### src/rtl/fp_pkg.sv
// Shared definitions for the pipelined single-precision adder.
// Holds the IEEE-754 field widths, the special constants, the packed
// operand view and the stage-1 special-case code.
package fp_pkg;

    localparam int unsigned EXP_W  = 8;
    localparam int unsigned FRAC_W = 23;
    localparam int unsigned SIG_W  = 24;

    localparam logic [EXP_W-1:0] EXP_MAX = 8'hFF;
    localparam logic [31:0]      QNAN    = 32'h7FC00000;

    typedef struct packed {
        logic              sign;
        logic [EXP_W-1:0]  exp;
        logic [FRAC_W-1:0] frac;
    } fp32_t;

    // Special-value outcome decided in stage 1, applied in stage 2.
    typedef enum logic [1:0] {
        SP_NONE = 2'd0,
        SP_NAN  = 2'd1,
        SP_INF  = 2'd2,
        SP_NEGZ = 2'd3
    } spec_e;

endpackage

### src/rtl/fp_add_pipelined_lzc24.sv
// Combinational 24-bit leading-zero counter.
// Ports:
//   vec_i  24-bit input vector
//   lz_o   number of leading zeros (24 when vec_i is all zero)
module lzc24 (
    input  logic [23:0] vec_i,
    output logic [4:0]  lz_o
);

    // Scan from the LSB upward; the last set bit seen is the most
    // significant one, so its position wins.
    always_comb begin
        lz_o = 5'd24;
        for (int unsigned i = 0; i < 24; i++) begin
            if (vec_i[i]) begin
                lz_o = 5'(23 - i);
            end
        end
    end

endmodule

### src/rtl/fp_add_pipelined.sv
// Two-stage pipelined IEEE-754 single-precision adder, truncating rounding.
// Ports:
//   clk    system clock, rising edge
//   reset  asynchronous active-low reset
//   reg_A  operand A
//   reg_B  operand B
//   out    registered A+B, valid two clocks after the operands are sampled
module fp_add_pipelined
    import fp_pkg::*;
(
    input  logic        clk,
    input  logic        reset,
    input  logic [31:0] reg_A,
    input  logic [31:0] reg_B,
    output logic [31:0] out
);

    // ---------------- Stage 1: unpack, order, align, add ----------------
    fp32_t             a, b;
    logic              a_zero, b_zero, a_inf, b_inf, a_nan, b_nan;
    logic [SIG_W-1:0]  sig_a, sig_b, sig_big, sig_small, sig_shift;
    logic [EXP_W-1:0]  exp_big, exp_small, exp_diff;
    logic              sign_big, sign_small, a_is_big;

    logic              s1_sign_d, s1_sign_q;
    logic [EXP_W-1:0]  s1_exp_d, s1_exp_q;
    logic [SIG_W:0]    s1_sum_d, s1_sum_q;
    spec_e             s1_spec_d, s1_spec_q;
    logic              s1_inf_sign_d, s1_inf_sign_q;

    always_comb begin
        a = fp32_t'(reg_A);
        b = fp32_t'(reg_B);

        // Exponent 0 covers both true zero and denormals (flushed).
        a_zero = (a.exp == '0);
        b_zero = (b.exp == '0);
        a_inf  = (a.exp == EXP_MAX) && (a.frac == '0);
        b_inf  = (b.exp == EXP_MAX) && (b.frac == '0);
        a_nan  = (a.exp == EXP_MAX) && (a.frac != '0);
        b_nan  = (b.exp == EXP_MAX) && (b.frac != '0);

        sig_a = a_zero ? '0 : {1'b1, a.frac};
        sig_b = b_zero ? '0 : {1'b1, b.frac};

        a_is_big = ({a.exp, sig_a} >= {b.exp, sig_b});
        if (a_is_big) begin
            sign_big = a.sign; exp_big = a.exp; sig_big = sig_a;
            sign_small = b.sign; exp_small = b.exp; sig_small = sig_b;
        end else begin
            sign_big = b.sign; exp_big = b.exp; sig_big = sig_b;
            sign_small = a.sign; exp_small = a.exp; sig_small = sig_a;
        end

        exp_diff  = exp_big - exp_small;
        sig_shift = (exp_diff >= 8'd25) ? '0 : (sig_small >> exp_diff);

        s1_sign_d = sign_big;
        s1_exp_d  = exp_big;
        if (sign_big == sign_small) begin
            s1_sum_d = {1'b0, sig_big} + {1'b0, sig_shift};
        end else begin
            s1_sum_d = {1'b0, sig_big} - {1'b0, sig_shift};
        end

        s1_inf_sign_d = a_inf ? a.sign : b.sign;
        if (a_nan || b_nan || (a_inf && b_inf && (a.sign != b.sign))) begin
            s1_spec_d = SP_NAN;
        end else if (a_inf || b_inf) begin
            s1_spec_d = SP_INF;
        end else if (a_zero && b_zero && a.sign && b.sign) begin
            s1_spec_d = SP_NEGZ;
        end else begin
            s1_spec_d = SP_NONE;
        end
    end

    always_ff @(posedge clk or negedge reset) begin
        if (!reset) begin
            s1_sign_q     <= 1'b0;
            s1_exp_q      <= '0;
            s1_sum_q      <= '0;
            s1_spec_q     <= SP_NONE;
            s1_inf_sign_q <= 1'b0;
        end else begin
            s1_sign_q     <= s1_sign_d;
            s1_exp_q      <= s1_exp_d;
            s1_sum_q      <= s1_sum_d;
            s1_spec_q     <= s1_spec_d;
            s1_inf_sign_q <= s1_inf_sign_d;
        end
    end

    // ---------------- Stage 2: normalize, pack, exceptions ----------------
    logic [4:0]          lz;
    logic [SIG_W-1:0]    sig_norm;
    logic signed [9:0]   exp_n;
    logic [31:0]         out_d, out_q;

    lzc24 u_lzc (
        .vec_i (s1_sum_q[SIG_W-1:0]),
        .lz_o  (lz)
    );

    always_comb begin
        if (s1_sum_q[SIG_W]) begin
            sig_norm = s1_sum_q[SIG_W:1];
            exp_n    = $signed({2'b00, s1_exp_q}) + 10'sd1;
        end else begin
            sig_norm = s1_sum_q[SIG_W-1:0] << lz;
            exp_n    = $signed({2'b00, s1_exp_q}) - $signed({5'b00000, lz});
        end

        unique case (s1_spec_q)
            SP_NAN:  out_d = QNAN;
            SP_INF:  out_d = {s1_inf_sign_q, EXP_MAX, {FRAC_W{1'b0}}};
            SP_NEGZ: out_d = 32'h80000000;
            default: begin
                if (s1_sum_q == '0) begin
                    out_d = 32'h00000000;
                end else if (exp_n >= 10'sd255) begin
                    out_d = {s1_sign_q, EXP_MAX, {FRAC_W{1'b0}}};
                end else if (exp_n <= 10'sd0) begin
                    out_d = {s1_sign_q, 31'b0};
                end else begin
                    out_d = {s1_sign_q, exp_n[EXP_W-1:0], sig_norm[FRAC_W-1:0]};
                end
            end
        endcase
    end

    always_ff @(posedge clk or negedge reset) begin
        if (!reset) begin
            out_q <= '0;
        end else begin
            out_q <= out_d;
        end
    end

    assign out = out_q;

endmodule

### config.mk
export PLATFORM = sky130hd
export DESIGN_NAME = fp_add_pipelined
export DESIGN_NICKNAME = d
export VERILOG_FILES = /design/src/rtl/fp_pkg.sv /design/src/rtl/fp_add_pipelined_lzc24.sv /design/src/rtl/fp_add_pipelined.sv
export SDC_FILE = /design/constraint.sdc
export NUM_CORES = 1
export LEC_CHECK = 0
export BUFFER_PORTS_ARGS = -buffer_cell sky130_fd_sc_hd__clkbuf_2
export CORE_MARGIN = 2
export CORE_UTILIZATION = 60
export DETAILED_ROUTE_END_ITERATION = 6
export GPL_TIMING_DRIVEN = 1
export PLACE_DENSITY_LB_ADDON = 0.3
export SYNTH_ARGS = -nofsm -noshare
export SYNTH_HDL_FRONTEND = slang
export SYNTH_SLANG_ARGS = --single-unit
export TNS_END_PERCENT = 50
### constraint.sdc
create_clock -name clk -period 14.66 [get_ports clk]
set_clock_uncertainty 0.2 [all_clocks]
set_input_delay 1.466 -clock clk [delete_from_list [all_inputs] [get_ports clk]]
set_output_delay 1.466 -clock clk [all_outputs]
set_load 0.05 [all_outputs]
Word-level counts from Yosys, hierarchy flattened
Index checks and enable logic that the tools add are counted.

word-level totals
  flip-flop bits (word level) = 69
  input bits = 66
  logic and storage cells = 87

operators by class
  add/subtract/negate cells = 5
  magnitude comparators = 4
  equal/unequal tests = 7
  shift operators = 2
  muxes and demuxes = 44
  reductions and logical operators = 19

operators by type and width
  operator                                                                           number
  24-bit 2-to-1 mux                                                                  5
  32-bit one-hot mux with 3 select lines                                             1
  5-bit 2-to-1 mux                                                                   16
  31-bit 2-to-1 mux                                                                  2
  23-bit logical NOT                                                                 2
  23-bit nonzero test                                                                2
  32-bit >= comparator                                                               1
  32-bit 2-to-1 mux                                                                  1
  4-bit 2-to-1 mux                                                                   8
  24-bit by 24-bit adder with 25-bit output                                          1
  25-bit logical NOT                                                                 1
  25-bit 2-to-1 mux                                                                  1
  24-bit by 24-bit subtractor with 25-bit output                                     1
  24-bit by 5-bit left shift with 23-bit output                                      1
  24-bit by 8-bit right shift with 24-bit output                                     1
  23-bit 2-to-1 mux                                                                  1
  8-bit == test, second input constant                                               2
  8-bit logical NOT                                                                  2
  8-bit 2-to-1 mux                                                                   2
  10-bit by 9-bit >= comparator with 1-bit output, second input constant             1
  10-bit by 1-bit less-or-equal comparator with 1-bit output, second input constant  1
  10-bit 2-to-1 mux                                                                  1
  8-bit by 1-bit adder with 9-bit output, second input constant                      1
  1-bit logical AND                                                                  9
  10 further kinds                                                                   17

Logic depth before layout (Yosys ltp)
  depth after elaboration = 31
  depth in mapped cells = 49
  depth with buffers taken out = 40

Modules after synthesis
Synthesis repeated with hierarchy kept, for this count alone.

second synthesis, totals
  cells, all modules = 1,283
  area, all modules = 9,579.2 um^2

modules (own cells, without submodules)
  module            instances  cells each  area an instance (um^2)  seq. area each (um^2)
  fp_add_pipelined  1          1,235       9,313.9                  1,726.7
  lzc24             1          48          265.3                    0.0

Worst setup path after synthesis
Ideal clock, no wire load.

  kind = input to register
  from = input port reg_B[24]
  to = register s1_sum_q[24]
  setup time = 131 ps
  data arrival time = 10,180 ps
  required time = 14,329 ps
  slack = 4,148 ps
  stages = 48
  path through = nor4_1 > nand2_1 > clkbuf_1 > clkbuf_1 > clkbuf_1 > nand2_1 > ha_1 > and4_1 > nand2_1 > o41a_1 > a31oi_4 > nor2_1 > buf_2 > buf_4 > buf_2 > clkbuf_1 > nor2_1 > nor2_1 > (+12 left out) > nand2_1 > o21ai_0 > fa_1 > a21oi_1 > nor2_1 > nor2_1 > o21bai_1 > a21oi_1 > o21bai_1 > a211oi_1 > o31ai_1 > and2_1 > or4_1 > a31oi_1 > nor2b_1 > o21ai_0 > a21oi_1 > xor2_1

between the ends
  word-level cells in the longest chain between the ends = 9

ends and longest elaborated chain
  item                                                                                                              RTL line                                        text
  from (decl)                                                                                                       fp_add_pipelined.sv:14                          input logic [31:0] reg_B,
  8-bit logical NOT                                                                                                 fp_add_pipelined.sv:37                          b_zero = (b.exp == '0);
  24-bit 2-to-1 mux                                                                                                 fp_add_pipelined.sv:44                          sig_b = b_zero ? '0 : {1'b1, b.frac};
  32-bit >= comparator                                                                                              fp_add_pipelined.sv:46                          a_is_big = ({a.exp, sig_a} >= {b.exp, sig_b});
  8-bit 2-to-1 mux                                                                                                  fp_add_pipelined.sv:47                          if (a_is_big) begin
  8-bit subtractor                                                                                                  fp_add_pipelined.sv:55                          exp_diff = exp_big - exp_small;
  24-bit by 8-bit right shift with 24-bit output or 8-bit by 5-bit >= comparator with 1-bit output (tied branches)  fp_add_pipelined.sv:56                          sig_shift = (exp_diff >= 8'd25) ? '0 : (sig_small >> exp_diff);
  24-bit 2-to-1 mux                                                                                                 fp_add_pipelined.sv:56
  24-bit by 24-bit subtractor with 25-bit output or 24-bit by 24-bit adder with 25-bit output (tied branches)       fp_add_pipelined.sv:63, fp_add_pipelined.sv:61
  25-bit 2-to-1 mux *                                                                                               fp_add_pipelined.sv:60                          if (sign_big == sign_small) begin
  net s1_sum_d[24]                                                                                                  fp_add_pipelined.sv:27                          logic [SIG_W:0] s1_sum_d, s1_sum_q;
  to (signal assigned)                                                                                              fp_add_pipelined.sv:88                          s1_sum_q <= s1_sum_d;
  to (decl)                                                                                                         fp_add_pipelined.sv:27

Mark *: on every way through the listed nets, which the timed path passes. The rest lies on a longest branch.

Final worst setup path
  from = input port reg_A[27]
  to = register s1_sum_q[24]

between the ends
  word-level cells in the longest chain between the ends = 9

ends and longest elaborated chain
  item                                                                                                              RTL line                                        text
  from (decl)                                                                                                       fp_add_pipelined.sv:13                          input logic [31:0] reg_A,
  8-bit logical NOT                                                                                                 fp_add_pipelined.sv:36                          a_zero = (a.exp == '0);
  24-bit 2-to-1 mux                                                                                                 fp_add_pipelined.sv:43                          sig_a = a_zero ? '0 : {1'b1, a.frac};
  32-bit >= comparator                                                                                              fp_add_pipelined.sv:46
  8-bit 2-to-1 mux                                                                                                  fp_add_pipelined.sv:47
  8-bit subtractor                                                                                                  fp_add_pipelined.sv:55
  24-bit by 8-bit right shift with 24-bit output or 8-bit by 5-bit >= comparator with 1-bit output (tied branches)  fp_add_pipelined.sv:56
  24-bit 2-to-1 mux                                                                                                 fp_add_pipelined.sv:56
  24-bit by 24-bit subtractor with 25-bit output or 24-bit by 24-bit adder with 25-bit output (tied branches)       fp_add_pipelined.sv:63, fp_add_pipelined.sv:61
  25-bit 2-to-1 mux *                                                                                               fp_add_pipelined.sv:60
  net s1_sum_d[24]                                                                                                  fp_add_pipelined.sv:27

Marked as above.

==> results_dict.tcl <==
set metrics [dict create \
    synth-warning-count 0 \
    max-slew-margin-rel_pct 36.46 \
    yosys.area.top_type "dfrtp_1" \
    core_area_mm2 0.01594 \
    fin_util_pct 66.82 \
    grt_use_total_pct 35.68 \
    postCtsSetupBuffers 0 \
    clockBufferDepth 2 \
    p_leak_nw 4.862 \
    synth_commonest_cells "nand2_1, nor2_1, o21ai_0" \
    layout_setup_ws_ps 3231 \
    gr-usage-met2_pct 55.70 \
    sw_frac_of_total_pct 53.19 \
    cts_tree "done" \
    cts_hold_buf 0 \
    pwr-share-clk_pct 11.4 \
    ir_worst_vdd_mv 0.1223 \
    synth.avg_cell_area_um2 7.427 \
    maxCapViolCount 0 \
    slowest_stage "nand2_1" \
    wl_per_cell_um 19.79 \
    final-hold-violation-count 0 \
    syn_area_mm2 0.009803 \
    clk_latency_ps 340 \
    drive_above_1_share_pct 14.57 \
    grt_pass1_vias 9998 \
    chipHeight_um 131.8 \
    routed_wirelength_mm 31.44 \
    violations "DRC" \
    finalCritPeriodShare_pct 77.96 \
    yosysUniqueCellTypes 99 \
    status "finished, violations left" \
    grt_busiest_layer "met2" \
    fin_nets 1505 \
    numCtsBuffers 9 \
    internal_power_uw 891.5 \
    fp.dieW_um 131.8 \
    htree_levels 3 \
    place_ws_ps 3103 \
    seqPwrFrac_pct 19.7 \
    hpwlAfterDp_mm 24.29 \
    path_class "in -> reg" \
    hp-class "reg -> reg" \
    ys_seq_elements 69 \
    first_pass_iters 7 \
    grt_pass1_wl_mm 51.01 \
    clk_root_buffer_cell "clkbuf_16" \
    cp_data_arrival_time_ps 11450 \
    die_area_mm2 0.01738 \
    crit_top_cell "ha_1" \
    drt.antenna.violating_nets 0 \
    rows 46 \
    timing.hold.ws_ps 317.0 \
    crit_fanout 28 \
    port_buffers 97 \
    vias 10780 \
    p_per_area_mw_per_mm2 178.8 \
    combPwrFrac_pct 68.9 \
    syn2layout_area_growth_pct 8.666 \
    ioPinCount 98 \
    overflow 0 \
    route.detailed.drc 1 \
    globalplace.congestion 1.029 \
    synth-edff-count 0 \
    worst_setup_path_end_kind "register" \
    cts_resized 0 \
    slew_viol_final 0 \
    grt_max_degree 82 \
    syn_nets 1457 \
    net-switching-power_mw 1.013 \
    rsz0062_at_grt "no" \
    synthTopCellsByArea "dfrtp_1, ha_1, nand2_1, mux2i_1, o21ai_0" \
    grtUsageMet1_pct 47.28 \
    drtIter0Drc 1551 \
    synthArstFlopShare_pct 100.0 \
    cp.required_ps 14680 \
    clock_sinks 69 \
    synth_flop_cell "dfrtp_1" \
    fmax_mhz 87.50 \
    max_stage_delay_ps 650 \
    yosysSeqAreaShare_pct 17.61 \
    vias_per_cell 6.787 \
    critPathLaunchType "input port" \
    grtUsageMet3_pct 5.498 \
    nFillCells 1405 \
    fin_crit_ps 11430 \
    synth_top_area_share_pct 17.61 \
    start_util_pct 61.49 \
    worst_pin_slew_ps 950.7 \
    fin_tns_setup_ps 0 \
    p_total_mw 1.905 \
    antenna_found_initial 0 \
    path_clk_slew_ps 50 \
    n_antenna_cell 0 \
    setup_viol 0 \
    synth.most_common_cell "nand2_1" \
    synth_cells 1320 \
]
power by group through the flow:
| stage | logic, mW | clock network (mW) | registers, mW |
|---|---|---|---|
| 4_1_cts | 1.28 | 0.221 | 0.367 |
| 3_5_place_dp | 1.28 | 0 | 0.370 |
| 2_1_floorplan | 0.866 | 0 | 0.478 |
| 6_report | 1.31 | 0.218 | 0.375 |
| 3_3_place_gp | 1.27 | 0 | 0.369 |
| 5_1_grt | 1.42 | 0.230 | 0.381 |
layer usage:
| metal | part of all wire [%] | vias up |
|---|---|---|
| li1 | - | 5002 |
| met1 | 40 | 5001 |
| met2 | 44 | 676 |
| met3 | 10 | 105 |
| met4 | 5.8 | 0 |
| met5 | 0 | - |
cell type report:
| type | instances | area [um2] | area share (%) |
|---|---|---|---|
| clock buffer | 11 | 242.7 | 2.279 |
| clock inverter | 5 | 60.06 | 0.5638 |
| inverter | 62 | 232.7 | 2.185 |
| multi-input combinational | 1113 | 7515 | 70.54 |
| sequential | 69 | 1727 | 16.21 |
| tap | 216 | 270.3 | 2.537 |
| timing repair buffer | 113 | 605.6 | 5.685 |
per-stage QoR:
step | std cells | instance area, um2
floorplan | 1320 | 9803
global placement | 1573 | 10350
detailed placement | 1573 | 10350
CTS | 1589 | 10650
global route | 1589 | 10650
finish | 1589 | 10650
path summary, 6_finish.rpt:
path,cells past startpoint,endpoint,from,slack [ps]
worst max register to register,17,out[16],s1_sum_q[23],8070
min in group asynchronous,2,out[28],reset,1120
worst min-delay path,2,out[31],s1_sign_q,320
worst max-delay path,37,s1_sum_q[24],reg_A[27],3230
max in group asynchronous,2,out[3],reset,12580
worst min register to register,2,out[31],s1_sign_q,320
registers in the layout, indices dropped and copies added (netlist names):
signal / cells
s1_exp_q: 8
s1_inf_sign_q: 1
s1_sign_q: 1
out: 32
s1_spec_q: 2
s1_sum_q: 25
kinds of logic after synthesis:
family                     count (synthesis)  synth area share, %
AOI/OAI and AO/OA                        393                27.44
xor gates and xnor gates                  51                4.556
adders and majority gates                 71                9.215
buffers and inverters                    138                5.871
DFF                                       69                17.61
muxes                                     89                9.968
and+or+nand+nor                          509                25.34
critical path, delay by kind of cell:
kind	cells	cell delay (ps)
compound gates	12	3460
simple gates	16	4600
mux	1	410
buf+inv	2	200
xor+xnor	2	280
fa+ha+maj	4	980
cells in the final DEF (no fill, tap or decap), types with 28 or more instances in the layout:
cell        n
inv_1      59
clkbuf_2   96
mux2i_1    56
dfrtp_1    69
nand3_1    43
nor4_1     28
xnor2_1    34
ha_1       69
nor2_1    115
o21ai_0    96
nand2_1   173
mux2_2     29
nor3_1     35
a21oi_1    80
(Power assumes the default switching activity.)
